**src/rtl/vga_timing_pkg.sv**
```systemverilog
// rtl/vga_timing_pkg.sv - shared VGA timing constants, raster phase enum and axis helpers
package vga_timing_pkg;

    // 640x480@60 defaults
    localparam int unsigned DEF_H_ACTIVE = 640;
    localparam int unsigned DEF_H_FP     = 16;
    localparam int unsigned DEF_H_SYNC   = 96;
    localparam int unsigned DEF_H_BP     = 48;
    localparam int unsigned DEF_V_ACTIVE = 480;
    localparam int unsigned DEF_V_FP     = 10;
    localparam int unsigned DEF_V_SYNC   = 2;
    localparam int unsigned DEF_V_BP     = 33;

    typedef enum logic [1:0] {
        PH_ACTIVE,
        PH_FRONT,
        PH_SYNC,
        PH_BACK
    } phase_t;

    // Phase owning position pos. A zero-length interval can never match,
    // so entering through this function skips empty porches in one step.
    function automatic phase_t phase_at(input int unsigned pos, input int unsigned act,
                                        input int unsigned fp, input int unsigned sync);
        phase_t ph;
        if (pos < act)
            ph = PH_ACTIVE;
        else if (pos < act + fp)
            ph = PH_FRONT;
        else if (pos < act + fp + sync)
            ph = PH_SYNC;
        else
            ph = PH_BACK;
        return ph;
    endfunction

    // First position after the given phase.
    function automatic int unsigned phase_end(input phase_t ph, input int unsigned act,
                                              input int unsigned fp, input int unsigned sync,
                                              input int unsigned bp);
        int unsigned e;
        case (ph)
            PH_ACTIVE: e = act;
            PH_FRONT:  e = act + fp;
            PH_SYNC:   e = act + fp + sync;
            default:   e = act + fp + sync + bp;
        endcase
        return e;
    endfunction

endpackage

```
**src/rtl/sync_delay_line.sv**
```systemverilog
// rtl/sync_delay_line.sv - resettable shift register delaying a small bus by DEPTH clk
// Ports:
//   clk    in   1      clock (shifts every cycle, no enable)
//   reset  in   1      synchronous active-high, clears every stage
//   d      in   WIDTH  input bus
//   q      out  WIDTH  d delayed by DEPTH cycles (DEPTH=0: combinational pass-through)
module sync_delay_line #(
    parameter int WIDTH = 2,
    parameter int DEPTH = 0
) (
    input  logic             clk,
    input  logic             reset,
    input  logic [WIDTH-1:0] d,
    output logic [WIDTH-1:0] q
);

    generate
        if (DEPTH == 0) begin : g_pass
            logic unused_clk_reset;
            assign unused_clk_reset = clk ^ reset;
            assign q = d;
        end else begin : g_shift
            logic [WIDTH-1:0] stages [DEPTH];

            always_ff @(posedge clk) begin
                if (reset) begin
                    for (int i = 0; i < DEPTH; i++)
                        stages[i] <= '0;
                end else begin
                    stages[0] <= d;
                    for (int i = 1; i < DEPTH; i++)
                        stages[i] <= stages[i-1];
                end
            end

            assign q = stages[DEPTH-1];
        end
    endgenerate

endmodule

```
**src/rtl/vga_timing_gen.sv**
```systemverilog
// rtl/vga_timing_gen.sv - VGA raster timing: position, active video, syncs and line/frame strobes
// Ports:
//   clk        in   1       system clock
//   reset      in   1       synchronous active-high reset
//   en         in   1       pixel-clock enable; raster advances one pixel per enabled clk
//   x          out  X_BITS  horizontal position 0..H_TOTAL-1
//   y          out  Y_BITS  vertical position 0..V_TOTAL-1
//   active     out  1       x<H_ACTIVE and y<V_ACTIVE
//   hsync      out  1       active-high hsync, delayed SYNC_DELAY clk
//   vsync      out  1       active-high vsync, delayed SYNC_DELAY clk
//   new_line   out  1       one-clk strobe alongside x wrapping to 0
//   new_frame  out  1       one-clk strobe alongside (x,y) wrapping to (0,0)
module vga_timing_gen
    import vga_timing_pkg::*;
#(
    parameter int unsigned H_ACTIVE   = DEF_H_ACTIVE,
    parameter int unsigned H_FP       = DEF_H_FP,
    parameter int unsigned H_SYNC     = DEF_H_SYNC,
    parameter int unsigned H_BP       = DEF_H_BP,
    parameter int unsigned V_ACTIVE   = DEF_V_ACTIVE,
    parameter int unsigned V_FP       = DEF_V_FP,
    parameter int unsigned V_SYNC     = DEF_V_SYNC,
    parameter int unsigned V_BP       = DEF_V_BP,
    parameter int          X_BITS     = 10,
    parameter int          Y_BITS     = 10,
    parameter int          SYNC_DELAY = 0
) (
    input  logic              clk,
    input  logic              reset,
    input  logic              en,
    output logic [X_BITS-1:0] x,
    output logic [Y_BITS-1:0] y,
    output logic              active,
    output logic              hsync,
    output logic              vsync,
    output logic              new_line,
    output logic              new_frame
);

    localparam int unsigned H_TOTAL = H_ACTIVE + H_FP + H_SYNC + H_BP;
    localparam int unsigned V_TOTAL = V_ACTIVE + V_FP + V_SYNC + V_BP;
    localparam logic [X_BITS-1:0] X_LAST = X_BITS'(H_TOTAL - 1);
    localparam logic [Y_BITS-1:0] Y_LAST = Y_BITS'(V_TOTAL - 1);

    generate
        if (longint'(H_TOTAL) > (longint'(1) << X_BITS)) begin : g_bad_x_bits
            $error("vga_timing_gen: X_BITS too narrow for H_TOTAL");
        end
        if (longint'(V_TOTAL) > (longint'(1) << Y_BITS)) begin : g_bad_y_bits
            $error("vga_timing_gen: Y_BITS too narrow for V_TOTAL");
        end
    endgenerate

    logic [X_BITS-1:0] x_next;
    logic [Y_BITS-1:0] y_next;
    logic              x_wrap;
    logic              y_wrap;
    phase_t            h_state, h_next;
    phase_t            v_state, v_next;
    logic              hsync_raw;
    logic              vsync_raw;
    logic [1:0]        sync_q;

    // Next position and both axis phase FSMs. A phase is left only when the
    // next position reaches its end (or the axis wraps); the successor is
    // looked up from that position so empty porches are stepped over.
    always_comb begin
        x_wrap = (x == X_LAST);
        y_wrap = (y == Y_LAST);
        x_next = x;
        y_next = y;
        h_next = h_state;
        v_next = v_state;
        if (en) begin
            x_next = x_wrap ? '0 : x + 1'b1;
            if (x_wrap)
                y_next = y_wrap ? '0 : y + 1'b1;

            if (x_wrap || 32'(x_next) == phase_end(h_state, H_ACTIVE, H_FP, H_SYNC, H_BP))
                h_next = phase_at(32'(x_next), H_ACTIVE, H_FP, H_SYNC);

            // Vertical phase only moves on a line wrap, so vsync spans whole lines.
            if (x_wrap && (y_wrap ||
                           32'(y_next) == phase_end(v_state, V_ACTIVE, V_FP, V_SYNC, V_BP)))
                v_next = phase_at(32'(y_next), V_ACTIVE, V_FP, V_SYNC);
        end
    end

    // Flags are decoded from the next phase so they line up with the x/y
    // registered in the same edge. They hold while en=0, which also keeps the
    // post-reset zeros until the raster first advances.
    always_ff @(posedge clk) begin
        if (reset) begin
            x         <= '0;
            y         <= '0;
            h_state   <= PH_ACTIVE;
            v_state   <= PH_ACTIVE;
            active    <= 1'b0;
            hsync_raw <= 1'b0;
            vsync_raw <= 1'b0;
            new_line  <= 1'b0;
            new_frame <= 1'b0;
        end else begin
            x         <= x_next;
            y         <= y_next;
            h_state   <= h_next;
            v_state   <= v_next;
            new_line  <= en && x_wrap;
            new_frame <= en && x_wrap && y_wrap;
            if (en) begin
                active    <= (h_next == PH_ACTIVE) && (v_next == PH_ACTIVE);
                hsync_raw <= (h_next == PH_SYNC);
                vsync_raw <= (v_next == PH_SYNC);
            end
        end
    end

    sync_delay_line #(
        .WIDTH (2),
        .DEPTH (SYNC_DELAY)
    ) u_sync_delay (
        .clk   (clk),
        .reset (reset),
        .d     ({hsync_raw, vsync_raw}),
        .q     (sync_q)
    );

    assign hsync = sync_q[1];
    assign vsync = sync_q[0];

endmodule

```
**config.mk**
```make
export PLATFORM = sky130hd
export DESIGN_NAME = vga_timing_gen
export DESIGN_NICKNAME = d
export VERILOG_FILES = /design/src/rtl/vga_timing_pkg.sv /design/src/rtl/sync_delay_line.sv /design/src/rtl/vga_timing_gen.sv
export SDC_FILE = /design/constraint.sdc
export NUM_CORES = 1
export LEC_CHECK = 0
export BUFFER_PORTS_ARGS = -buffer_cell sky130_fd_sc_hd__buf_4
export CORE_MARGIN = 2
export CORE_UTILIZATION = 40
export CTS_BUF_LIST = sky130_fd_sc_hd__clkbuf_4
export CTS_CLUSTER_DIAMETER = 30
export CTS_CLUSTER_SIZE = 16
export DETAILED_ROUTE_END_ITERATION = 6
export GPL_TIMING_DRIVEN = 0
export MAX_ROUTING_LAYER = met4
export PLACE_DENSITY = 0.68
export SLEW_MARGIN = 10
export SYNTH_ARGS = -nofsm -noshare
export SYNTH_HDL_FRONTEND = slang
export SYNTH_HIERARCHICAL = 1
export SYNTH_SLANG_ARGS = --single-unit
```
**constraint.sdc**
```tcl
create_clock -name clk -period 3.3 [get_ports clk]
set_clock_uncertainty 0.1 [all_clocks]
set_input_delay 0.495 -clock clk [delete_from_list [all_inputs] [get_ports clk]]
set_output_delay 0.495 -clock clk [all_outputs]
set_load 0.05 [all_outputs]
```
==> metrics.md, run 1 <==
| Metric | Value |
|---|---|
| Proportion of register bits with asynchronous set or reset after synthesis | 0 |
| Number of filler cells placed in the layout | 616 |
| IR drop worst, VDD | roughly 150 µV |
| Pwr dens | about 250 mW/mm² |
| Height of the die | 80.97 µm |
| Residual overflow from global routing | 0 |
| H-tree depth | 2 |
| Final number of hold-violating endpoints | 0 |
| Required time of the critical path | between 3 and 4 ns |
| Number of warnings reported in the yosys synthesis log | 6 |
| Die X | 80.97 µm |
| Floorplan core area | 0.005816 mm² |
| Part of the total power dissipated in the clock network | 0.336 |
| Critical Path Sink Type | register |
| Final clock period utilization by the worst path | 0.9544 |
| Critical Path Max Stage Delay | 0.60 ns |
| Mapped cell area | roughly 0.0024 mm² |
| # clock sinks | 29 |
| Arrival @ worst endpoint | 3.33 ns |
| Leading post-synthesis cells by cell area | sky130_fd_sc_hd__dfxtp_1 24%, sky130_fd_sc_hd__nor2_1 4.9%, sky130_fd_sc_hd__a21oi_1 4.0% |
| Worst Setup SP | x[6]$_SDFFE_PP0P_ |
| Routed wire per std cell | 15.25 µm |
| Post-route ant nets | 0 |
| Unrepaired setup endpoints after global routing | yes |
| Startpoint of the most critical hold path | reset |
| Root Buffer Master | sky130_fd_sc_hd__clkbuf_4 |
| Cell with the largest stage delay on the worst path | sky130_fd_sc_hd__or4b_1 |
| Setup repair bufs after CTS | 0 |
| Maxcap violations | 0 |
| Row Count | 28 |
| Total nets after synthesis | 308 |
| Total routing resource utilization after global routing | 0.2131 |
| Share of post-route cells with drive strength above 1 | 0.2365 |
| Total of flip-flops plus latches after synthesis | 29 |
| Drt initial violations | approximately 220 |
| Ranking of synthesized cells by instance count | 31 x sky130_fd_sc_hd__nor2_1, 29 x sky130_fd_sc_hd__dfxtp_1, 23 x sky130_fd_sc_hd__nand2_1 |
| Initial antenna violation count | 0 |
| Via count of the first global-routing pass | 2197 |
| Number of instances in the synthesized netlist | 300 |
| Count of buffers inserted at the top-level ports | 26 |
| Run status | finished, final reports clean |
| Slew headroom | 0.5973 |
| I/O Pins | 28 |
| Class of the tightest hold or removal check | input port to register |
| Unique masters post-synth | between 70 and 80 |
| Net switching power | ~0.21 mW |
| Initial standard-cell utilization of the core | 0.4075 |
| Worst hold-check slack | 0.2505 ns |
| Number of buffers between clock root and the deepest sink | 2 |
| CTS Hold Buffers Added | 0 |
| Transition time at the pin with the least slew margin | 0.6016 ns |
| Post-route DRC | 0 |
| # diodes | 0 |
| Switching power as a share of total power | 0.3114 |
| Average footprint of a synthesized cell | 7.899 µm² |
| Startpoint of the worst register-to-register path | x[6]$_SDFFE_PP0P_ |
| Average via count per standard cell | 5.787 |
| Share of total power in sequential cells | 0.537 |
| Number of enable flip-flop cells after synthesis | 0 |
| Sequential element share of the synthesized area | 0.2450 |
| Relative contribution of combinational cells to total power | 0.127 |
| Worst setup path category | register to register |
| Clock insertion delay at the later pin of the skew report | 0.36 ns |
| Leading register cell type out of synthesis | sky130_fd_sc_hd__dfxtp_1 |
| Total power | slightly below 0.7 mW |
| Pleak | 1.044 nW |
| Maximum clock rate | about 320 MHz |
| Area leader, netlist | sky130_fd_sc_hd__dfxtp_1 |
| Total die area | 0.006556 mm² |
| Routed wire length | 6237 µm |
| Number of buffers inserted during clock tree synthesis | 5 |
| Pin count of the biggest net entering global routing | 11 |
| Total half-perimeter wirelength after legalization and detailed placement | approximately 4600 µm |
| Total via count in the routed design | 2367 |
| Proportion of netlist area held by the largest area contributor | 0.2450 |
| Startpoint type of the worst setup path | register |
| Int Pwr | 0.4664 mW |
| Count of pins over their slew limit | 0 |
| Synth-to-Final Area Change | 15.15% |
| Clock tree from TritonCTS | done |
| Maximum fanout along the worst path | 7 |
| Clock transition at the register clock pins on the worst setup and hold paths after CTS | 0.12 ns |
| Gpl congestion | 0.9300 |
| Number of nets at the end of the flow | approximately 340 |
| Final setup fails | 0 |
| Tmin final | 3.149 ns |
| Count leader, synth | sky130_fd_sc_hd__nor2_1 |
| First-pass GRT wire length | 10490 µm |
| Crit path cell chain | or4b_1 -> or4_1 -> mux2i_1 -> a2111oi_2 -> o221ai_1 -> a211o_1 -> a21bo_1 -> a311oi_2 |
| Pre-Repair DR Iteration Count | 4 |
per-layer routing:
layer	up-vias	GRT usage	share of wire
met1	1120	0.2667	0.44
met4	0	0.06102	0.012
met5	-	-	0
li1	1169	-	-
met2	70	0.3397	0.48
met3	8	0.05444	0.064
metrics by stage:
stage          cells  utilization  setup TNS (ns)  setup WS (ns)  area (µm²)
2_1_floorplan    300            -               0        0.03917        2370
3_3_place_gp     401       0.4572               0       0.005307        2659
3_5_place_dp     401       0.4572               0        0.01670        2659
4_1_cts          409       0.4671               0        0.01701        2716
5_1_grt          409       0.4692       -0.007279      -0.007279        2729
6_report         409       0.4692               0         0.1506        2729
sequential cells by signal, indices dropped and copies added, names as in the netlist, 2 cells and up:
signal	count
v_state	2
x	10
y	10
h_state	2
worst paths after layout:
kind / slack, ns / endpoint / cells past startpoint
hold reg to reg: 0.39 / hsync_raw$_SDFFE_PP0P_ / 2
setup reg to reg: 0.15 / vsync_raw$_SDFFE_PP0P_ / 8
setup / recovery: 0.15 / vsync_raw$_SDFFE_PP0P_ / 8
hold / removal: 0.25 / vsync_raw$_SDFFE_PP0P_ / 2
final cells by class:
class,count,area [µm²],share of cell area
repair buffers,26,195.2,0.07153
inverters,14,52.55,0.01926
flip-flops and latches,29,584.3,0.2141
plain buffers,24,196.4,0.07199
clock buffers,5,37.54,0.01376
well taps,75,93.84,0.03439
clock inverters,3,17.52,0.006419
multi-input cells,233,1551,0.5685
power groups by stage:
stage | clock, mW | combinational, mW | sequential (mW)
floorplan | 0 | 0.0455 | 0.387
global placement | 0 | 0.0855 | 0.371
detailed placement | 0 | 0.0857 | 0.371
CTS | 0.229 | 0.0860 | 0.363
global route | 0.245 | 0.0932 | 0.365
finish | 0.227 | 0.0862 | 0.364
critical path: cells and delay by family, from the launching register on:
kind	cells	cell delay (ns)
AND/OR/NAND/NOR	2	1.14
flip-flops	1	0.37
AO/OA/AOI/OAI	5	1.26
multiplexers	1	0.23
kinds of logic after synthesis:
group                      count (synthesis)  synth area share
AOI/OAI and AO/OA                         84            0.2482
xor gates and xnor gates                  11           0.04065
adders and majority gates                  5           0.02640
buffers and inverters                     38            0.1035
DFF                                       29            0.2450
muxes                                      7           0.03010
and+or+nand+nor                          126            0.3062
what timing repair did:
item                       in CTS  in global routing
resized for setup               1                  7
pin swaps                       0                  1
setup endpoints to repair       1                  5
cell usage in the layout (no fill, tap or decap), types with 3 or more instances in the layout:
master and instances:
sky130_fd_sc_hd__xor2_1 4, sky130_fd_sc_hd__a211oi_1 7, sky130_fd_sc_hd__mux2i_1 6, sky130_fd_sc_hd__nand2_1 23, sky130_fd_sc_hd__nand4_1 8, sky130_fd_sc_hd__nor3_2 3
sky130_fd_sc_hd__a21oi_1 19, sky130_fd_sc_hd__dfxtp_1 26, sky130_fd_sc_hd__ha_1 4, sky130_fd_sc_hd__nand3_1 11, sky130_fd_sc_hd__clkbuf_1 4, sky130_fd_sc_hd__clkbuf_8 6
sky130_fd_sc_hd__nor2_1 31, sky130_fd_sc_hd__buf_2 5, sky130_fd_sc_hd__o22ai_1 3, sky130_fd_sc_hd__nor3_1 6, sky130_fd_sc_hd__buf_4 30, sky130_fd_sc_hd__o31ai_1 3
sky130_fd_sc_hd__o21ai_0 18, sky130_fd_sc_hd__a31oi_1 5, sky130_fd_sc_hd__and2_2 3, sky130_fd_sc_hd__a21o_1 3, sky130_fd_sc_hd__o21a_1 4, sky130_fd_sc_hd__inv_1 14
sky130_fd_sc_hd__xnor2_1 7, sky130_fd_sc_hd__and3_1 8, sky130_fd_sc_hd__dfxtp_2 3, sky130_fd_sc_hd__or3_1 3, sky130_fd_sc_hd__clkbuf_4 5, sky130_fd_sc_hd__buf_6 3
sky130_fd_sc_hd__and2_1 4
Power figures use the tool's default switching activity.
==> run 2, diff against run 1 <==
--- a/config.mk
+++ b/config.mk
@@ -7,14 +7,14 @@
 export LEC_CHECK = 0
 export BUFFER_PORTS_ARGS = -buffer_cell sky130_fd_sc_hd__buf_4
 export CORE_MARGIN = 2
-export CORE_UTILIZATION = 40
+export CORE_UTILIZATION = 61
 export CTS_BUF_LIST = sky130_fd_sc_hd__clkbuf_4
 export CTS_CLUSTER_DIAMETER = 30
 export CTS_CLUSTER_SIZE = 16
 export DETAILED_ROUTE_END_ITERATION = 6
 export GPL_TIMING_DRIVEN = 0
 export MAX_ROUTING_LAYER = met4
-export PLACE_DENSITY = 0.68
+export PLACE_DENSITY = 0.93
 export SLEW_MARGIN = 10
 export SYNTH_ARGS = -nofsm -noshare
 export SYNTH_HDL_FRONTEND = slang
==> metrics.md, run 2 (synthesis gave the netlist of run 1 again) <==
| Metric | Value |
|---|---|
| Run status | finished, final reports clean |
| Worst R2R Path Depth | 9 (+1) |
| Total via count in the routed design | 2451 (+3.5%) |
| Startpoint type of the worst setup path | register |
| Residual overflow from global routing | 0 (unchanged) |
| Number of buffers between clock root and the deepest sink | 2 (unchanged) |
| Class of the tightest hold or removal check | input port to register |
| Pin count of the biggest net entering global routing | 11 (unchanged) |
| Total routing resource utilization after global routing | 0.3124 (+0.09928) |
| Startpoint of the worst register-to-register path | x[7]$_SDFFE_PP0P_ |
| Critical Path Max Stage Delay | 0.61 ns (about the same) |
| Tmin final | 3.219 ns (+0.06961 ns) |
| Total die area | 0.004400 mm² (-33%) |
| Drt initial violations | 224 (+3.7%) |
| R2r endpoint | vsync_raw$_SDFFE_PP0P_ |
| I/O Pins | 28 (unchanged) |
| Row Count | 22 (-21%) |
| Final clock period utilization by the worst path | 0.9755 (+0.02109) |
| Crit path cell chain | clkbuf_2 -> nor4b_4 -> nand3_4 -> or3_4 -> a2111oi_4 -> o221ai_1 -> a211o_1 -> a21bo_1 -> a311oi_2 |
| H-tree depth | 2 (unchanged) |
| Arrival @ worst endpoint | 3.38 ns (+0.05 ns) |
| # clock sinks | 29 (unchanged) |
| Required time of the critical path | 3.46 ns (-0.02 ns) |
| Height of the die | 66.33 µm (-18%) |
| Critical Path Sink Type | register |
| Initial standard-cell utilization of the core | 0.6425 (+0.2350) |
| Most used cells in the layout excluding fill and tap cells | 31 x sky130_fd_sc_hd__nor2_1, 29 x sky130_fd_sc_hd__buf_4, 27 x sky130_fd_sc_hd__dfxtp_1 |
| Relative contribution of combinational cells to total power | 0.133 (+0.006) |
| Average via count per standard cell | 6.416 (+11%) |
| Share of post-route cells with drive strength above 1 | 0.2275 (-0.008982) |
| Worst Setup SP | x[7]$_SDFFE_PP0P_ |
| CTS Hold Buffers Added | 0 (unchanged) |
| Transition time at the pin with the least slew margin | 0.6644 ns (+0.06286 ns) |
| Count of buffers inserted at the top-level ports | 26 (unchanged) |
| Die X | 66.33 µm (-18%) |
| Maximum clock rate | 310.7 MHz (-2.2%) |
| Total half-perimeter wirelength after legalization and detailed placement | 4421 µm (-2.9%) |
| Net switching power | 0.1925 mW (-8.7%) |
| Gpl congestion | 0.9572 (+2.9%) |
| Via count of the first global-routing pass | 2237 (+1.8%) |
| Root Buffer Master | sky130_fd_sc_hd__clkbuf_4 |
| Int Pwr | 0.4629 mW (-0.75%) |
| Pwr dens | 243.7 mW/mm² (-1.8%) |
| Setup Slack @ Placement | 0.04589 ns (+0.02919 ns) |
| Initial antenna violation count | 0 (unchanged) |
| Synth-to-Final Area Change | 13.46% |
| Slew headroom | 0.5552 (-0.04208) |
| Top Registers | x x10, y x10 |
| Fin worst setup slack | 0.08095 ns (-0.06961 ns) |
| Floorplan core area | 0.003689 mm² (-37%) |
| Unrepaired setup endpoints after global routing | yes |
| CP endpoint | vsync_raw$_SDFFE_PP0P_ |
| Number of nets at the end of the flow | 341 (unchanged) |
| Cell Area, Placed | 0.002625 mm² (-1.3%) |
| Final setup fails | 0 (unchanged) |
| IR drop worst, VDD | 230.4 µV (+50%) |
| Pre-Repair DR Iteration Count | 5 (+1) |
| Part of the total power dissipated in the clock network | 0.312 (-0.024) |
| Final number of hold-violating endpoints | 0 (unchanged) |
| First-pass GRT wire length | 10140 µm (-3.4%) |
| Clock tree from TritonCTS | done |
| Maxcap violations | 0 (unchanged) |
| Worst setup path category | register to register |
| # diodes | 0 (unchanged) |
| Pleak | 1.042 nW (-0.19%) |
| Number of filler cells placed in the layout | 319 (-48%) |
| Slack of the worst reg-to-reg path | 0.08 ns (-0.07 ns) |
| Cell with the largest stage delay on the worst path | sky130_fd_sc_hd__nor4b_4 |
| Clock transition at the register clock pins on the worst setup and hold paths after CTS | 0.09 ns (-0.03 ns) |
| Routed wire length | 6106 µm (-2.1%) |
| Switching power as a share of total power | 0.2937 (-0.01766) |
| Number of buffers inserted during clock tree synthesis | 5 (unchanged) |
| Maximum fanout along the worst path | 10 (+3) |
| Worst hold-check slack | 0.2767 ns (+0.02618 ns) |
| Post-route DRC | 0 (unchanged) |
| Count of pins over their slew limit | 0 (unchanged) |
| Final standard cell area without fillers | 0.002689 mm² (-1.5%) |
| Share of total power in sequential cells | 0.554 (+0.017) |
| Post-route ant nets | 0 (unchanged) |
| Commonest non-fill, non-tap cell in the layout | sky130_fd_sc_hd__nor2_1 |
| Routed wire per std cell | 15.98 µm (+4.8%) |
| Clock insertion delay at the later pin of the skew report | 0.34 ns (-0.02 ns) |
-- run 2: changes by cell type in the layout (fill, tap and decap cells not counted), sizes merged --
cell | before | now
buf | 38 | 37
clkinv | 2 | 3
clkbuf | 17 | 18
clkinvlp | 1 | 0
-- run 2: how the worst min path moves through the flow --
stage,from,end,slack [ns],cells past startpoint
after floorplan,hsync_raw$_SDFFE_PP0P_,hsync_raw$_SDFFE_PP0P_,0.36,2
after global placement,hsync_raw$_SDFFE_PP0P_,hsync_raw$_SDFFE_PP0P_,0.37,2
after detailed placement,hsync_raw$_SDFFE_PP0P_,hsync_raw$_SDFFE_PP0P_,0.38,2
after CTS,reset,vsync_raw$_SDFFE_PP0P_,0.27,2
after global routing,reset,vsync_raw$_SDFFE_PP0P_,0.27,2
final,reset,vsync_raw$_SDFFE_PP0P_,0.28,2
-- run 2: repair_timing --
action,in CTS,in global routing
setup buffers,0,0
resized for setup,0,7
setup endpoints to repair,0,5
-- run 2: power groups by stage --
stage	registers, mW	clock network [mW]	logic, mW
floorplan	0.387	0	0.0455
global placement	0.370	0	0.0837
detailed placement	0.371	0	0.0858
CTS	0.362	0.210	0.0862
global route	0.365	0.222	0.0928
finish	0.363	0.205	0.0873
-- run 2: routing by layer --
metal  global-route usage  part of all wire  up-vias
met2               0.4588              0.45      150
met1               0.4123              0.42     1117
li1                     -                 -     1161
met3              0.06474              0.10       23
met4               0.1403             0.028        0
met5                    -                 0        -
-- run 2: cell type report --
| type | count | area, µm² | area share |
|---|---|---|---|
| repair buffers | 26 | 195.2 | 0.07259 |
| clock inverters | 3 | 12.51 | 0.004653 |
| inverters | 14 | 52.55 | 0.01954 |
| plain buffers | 24 | 196.4 | 0.07306 |
| clock buffers | 5 | 37.54 | 0.01396 |
| multi-input cells | 233 | 1551 | 0.5770 |
| flip-flops and latches | 29 | 583.1 | 0.2168 |
| well taps | 48 | 60.06 | 0.02234 |
-- run 2: per-stage QoR --
stage / TNS (ns) / power [mW] / instances / utilization
floorplan: 0 / 0.4330 / 300 / -
global placement: 0 / 0.4541 / 374 / 0.7117
detailed placement: 0 / 0.4565 / 374 / 0.7117
CTS: 0 / 0.6586 / 382 / 0.7252
global route: -0.03896 / 0.6790 / 382 / 0.7290
finish: 0 / 0.6553 / 382 / 0.7290
-- run 2: critical path, delay by kind of cell, from the launching register on --
| kind | cells | cell delay (ns) |
|---|---|---|
| and+or+nand+nor | 3 | 1.22 |
| buffers and inverters | 1 | 0.20 |
| DFF | 1 | 0.33 |
| AOI/OAI and AO/OA | 5 | 1.29 |
==> run 3, diff against run 2 <==
--- a/config.mk
+++ b/config.mk
@@ -14,7 +14,7 @@
 export DETAILED_ROUTE_END_ITERATION = 6
 export GPL_TIMING_DRIVEN = 0
 export MAX_ROUTING_LAYER = met4
-export PLACE_DENSITY = 0.93
+export PLACE_DENSITY = 0.9
 export SLEW_MARGIN = 10
 export SYNTH_ARGS = -nofsm -noshare
 export SYNTH_HDL_FRONTEND = slang
==> metrics.md, run 3 (synthesis gave the netlist of run 1 again) <==
| Metric | Value |
|---|---|
| Clock insertion delay at the later pin of the skew report | 0.34 ns (about the same) |
| Initial antenna violation count | 0 (unchanged) |
| Critical Path Max Stage Delay | 0.52 ns (-0.09 ns) |
| Gpl congestion | 0.9648 (+0.79%) |
| Row Count | 22 (unchanged) |
| IR drop worst, VDD | 261.6 µV (+14%) |
| Number of cells after detailed placement | 374 (unchanged) |
| Tmin final | 3.158 ns (-0.06063 ns) |
| Clock transition at the register clock pins on the worst setup and hold paths after CTS | 0.09 ns (about the same) |
| Class of the tightest hold or removal check | input port to register |
| Crit path cell chain | or4b_4 -> or4_1 -> mux2i_1 -> a2111oi_2 -> o221ai_1 -> a211o_1 -> a21bo_1 -> a311oi_2 |
| Unrepaired setup endpoints after global routing | no |
| Root Buffer Master | sky130_fd_sc_hd__clkbuf_4 |
| Routed wire length | 6198 µm (+1.5%) |
| Met1 WL | 2632 µm (+3.4%) |
| Total power | 0.6547 mW (about the same) |
| Commonest non-fill, non-tap cell in the layout | sky130_fd_sc_hd__buf_4 |
| Pin count of the biggest net entering global routing | 11 (unchanged) |
| Top Registers | x x10, y x10 |
| Routed wire per std cell | 16.14 µm (+0.98%) |
| Final setup fails | 0 (unchanged) |
| Initial standard-cell utilization of the core | 0.6425 (unchanged) |
| Seq. cell area | 583.1 µm² (unchanged) |
| Residual overflow from global routing | 0 (unchanged) |
| CP endpoint | vsync_raw$_SDFFE_PP0P_ |
| Pwr dens | 240.8 mW/mm² (-1.2%) |
| Final std cells w/o fill | 384 (+0.52%) |
| Share of post-route cells with drive strength above 1 | 0.2351 (+0.007574) |
| Startpoint of the most critical hold path | reset |
| Pre-Repair DR Iteration Count | 5 (unchanged) |
| H-tree depth | 2 (unchanged) |
| Cell with the largest stage delay on the worst path | sky130_fd_sc_hd__or4b_4 |
| Cell depth of the worst min-delay path | 2 (unchanged) |
| Die X | 66.33 µm (unchanged) |
| R2r endpoint | vsync_raw$_SDFFE_PP0P_ |
| Total via count in the routed design | 2423 (-1.1%) |
| Final clock period utilization by the worst path | 0.9571 (-0.01837) |
| I/O Pins | 28 (unchanged) |
| Number of nets at the end of the flow | 344 (+0.88%) |
| Critical Path Sink Type | register |
| Number of buffer and inverter stages on the critical path | 0 (-1) |
| Switching power as a share of total power | 0.2803 (-0.01344) |
| Int Pwr | 0.4712 mW (+1.8%) |
| Floorplan core area | 0.003689 mm² (unchanged) |
| # clock sinks | 29 (unchanged) |
| Count of buffers inserted at the top-level ports | 26 (unchanged) |
| Met3 Wirelength | 601 µm (-5.9%) |
| Startpoint type of the worst setup path | register |
| # diodes | 0 (unchanged) |
| Number of buffers between clock root and the deepest sink | 2 (unchanged) |
| First-pass GRT wire length | 10080 µm (-0.55%) |
| Count of pins over their slew limit | 0 (unchanged) |
| Via count of the first global-routing pass | 2122 (-5.1%) |
| Met2 Routed Length | 2858 µm (+3.9%) |
| Multi-input gate area | 0.001556 mm² (+0.32%) |
| Total die area | 0.004400 mm² (unchanged) |
| Maxcap violations | 0 (unchanged) |
| Total routing resource utilization after global routing | 0.3086 (-0.003766) |
| Startpoint of the worst register-to-register path | x[8]$_SDFFE_PP0P_ |
| Maximum fanout along the worst path | 7 (-3) |
| Slack of the worst reg-to-reg path | 0.14 ns (+0.06 ns) |
| Part of the total power dissipated in the clock network | 0.312 (about the same) |
| Post-route ant nets | 0 (unchanged) |
| Maximum clock rate | 316.6 MHz (+1.9%) |
| Required time of the critical path | 3.46 ns (about the same) |
| Number of buffers inserted during clock tree synthesis | 5 (unchanged) |
| Drt initial violations | 230 (+2.7%) |
| Pleak | 1.059 nW (+1.7%) |
| Crit path max-delay family | compound AO/OA/AOI/OAI gates |
| Synth-to-Final Area Change | 14.73% |
| Transition time at the pin with the least slew margin | 0.6476 ns (-0.01687 ns) |
| Total Negative Setup Slacks | 0 ns (unchanged) |
| Worst Setup SP | x[8]$_SDFFE_PP0P_ |
| WP depth | 8 (-1) |
| Height of the die | 66.33 µm (unchanged) |
| Average via count per standard cell | 6.310 (-1.7%) |
| Worst R2R Path Depth | 8 (-1) |
| Share of the core filled with cells | 0.7371 (+0.008141) |
| Net switching power | 0.1835 mW (-4.7%) |
| Clock tree from TritonCTS | done |
| Share of total power in sequential cells | 0.555 (about the same) |
| Relative contribution of combinational cells to total power | 0.134 (about the same) |
| Number of filler cells placed in the layout | 304 (-4.7%) |
| Final number of hold-violating endpoints | 0 (unchanged) |
| Run status | finished, final reports clean |
| Most used cells in the layout excluding fill and tap cells | 32 x sky130_fd_sc_hd__buf_4, 31 x sky130_fd_sc_hd__nor2_1, 27 x sky130_fd_sc_hd__dfxtp_1 |
| Post-route DRC | 0 (unchanged) |
| Uppermost metal layer occupied by signal nets | met4 |
| Slew headroom | 0.5650 (+0.009797) |
| Arrival @ worst endpoint | 3.32 ns (-0.06 ns) |
| Total half-perimeter wirelength after legalization and detailed placement | 4442 µm (+0.48%) |
| Worst setup path category | register to register |
==> run 3: cell count changes in the layout (fill, tap and decap cells not counted) <==
cell and delta:
sky130_fd_sc_hd__buf_4 +3, sky130_fd_sc_hd__buf_6 +1, sky130_fd_sc_hd__clkinv_1 -1, sky130_fd_sc_hd__clkinv_2 -1, sky130_fd_sc_hd__nor3_1 +1, sky130_fd_sc_hd__nor3_2 -2, sky130_fd_sc_hd__nor3_4 +1, sky130_fd_sc_hd__or4b_1 -1
sky130_fd_sc_hd__or4b_4 +1
==> run 3: area by class of cell <==
type	count	share of cell area
Clock inverter	1	0.001381
Buffer	24	0.07363
Tap cell	48	0.02209
Clock buffer	6	0.01657
Multi-Input combinational cell	233	0.5725
Inverter	14	0.01933
Timing Repair Buffer	29	0.08007
Sequential cell	29	0.2144
==> run 3: worst min-delay path by stage <==
stage | slack [ns] | to
detailed placement | 0.39 | hsync_raw$_SDFFE_PP0P_
global route | 0.28 | vsync_raw$_SDFFE_PP0P_
floorplan | 0.36 | hsync_raw$_SDFFE_PP0P_
CTS | 0.28 | vsync_raw$_SDFFE_PP0P_
finish | 0.28 | vsync_raw$_SDFFE_PP0P_
global placement | 0.38 | hsync_raw$_SDFFE_PP0P_
==> run 3: repair_timing <==
item,in CTS,in global routing
pin swaps,0,4
setup endpoints to repair,1,5
resized for setup,1,9
buffers inserted,0,3
hold buffers,0,0
==> run 3: per-layer routing <==
layer  track usage  vias up
met5             -        -
li1              -     1173
met1        0.4119     1108
met3       0.06133       17
met2        0.4575      125
met4        0.1224        0
==> run 3: power groups by stage <==
| stage | Sequential, mW | Combinational, mW | Clock, mW |
|---|---|---|---|
| 3_3_place_gp | 0.371 | 0.0836 | 0 |
| 2_1_floorplan | 0.387 | 0.0455 | 0 |
| 5_1_grt | 0.364 | 0.0924 | 0.221 |
| 6_report | 0.363 | 0.0875 | 0.204 |
| 3_5_place_dp | 0.371 | 0.0853 | 0 |
| 4_1_cts | 0.363 | 0.0857 | 0.204 |
==> run 3: through the flow <==
step / instance area (µm²) / hold WS (ns) / setup WS [ns]
after CTS: 2676 / 0.2800 / 0.03667
after global placement: 2625 / 0.3755 / 0.08274
after global routing: 2719 / 0.2762 / 0.00008882
after floorplan: 2370 / 0.3589 / 0.03917
after detailed placement: 2625 / 0.3892 / 0.02633
final: 2719 / 0.2772 / 0.1416
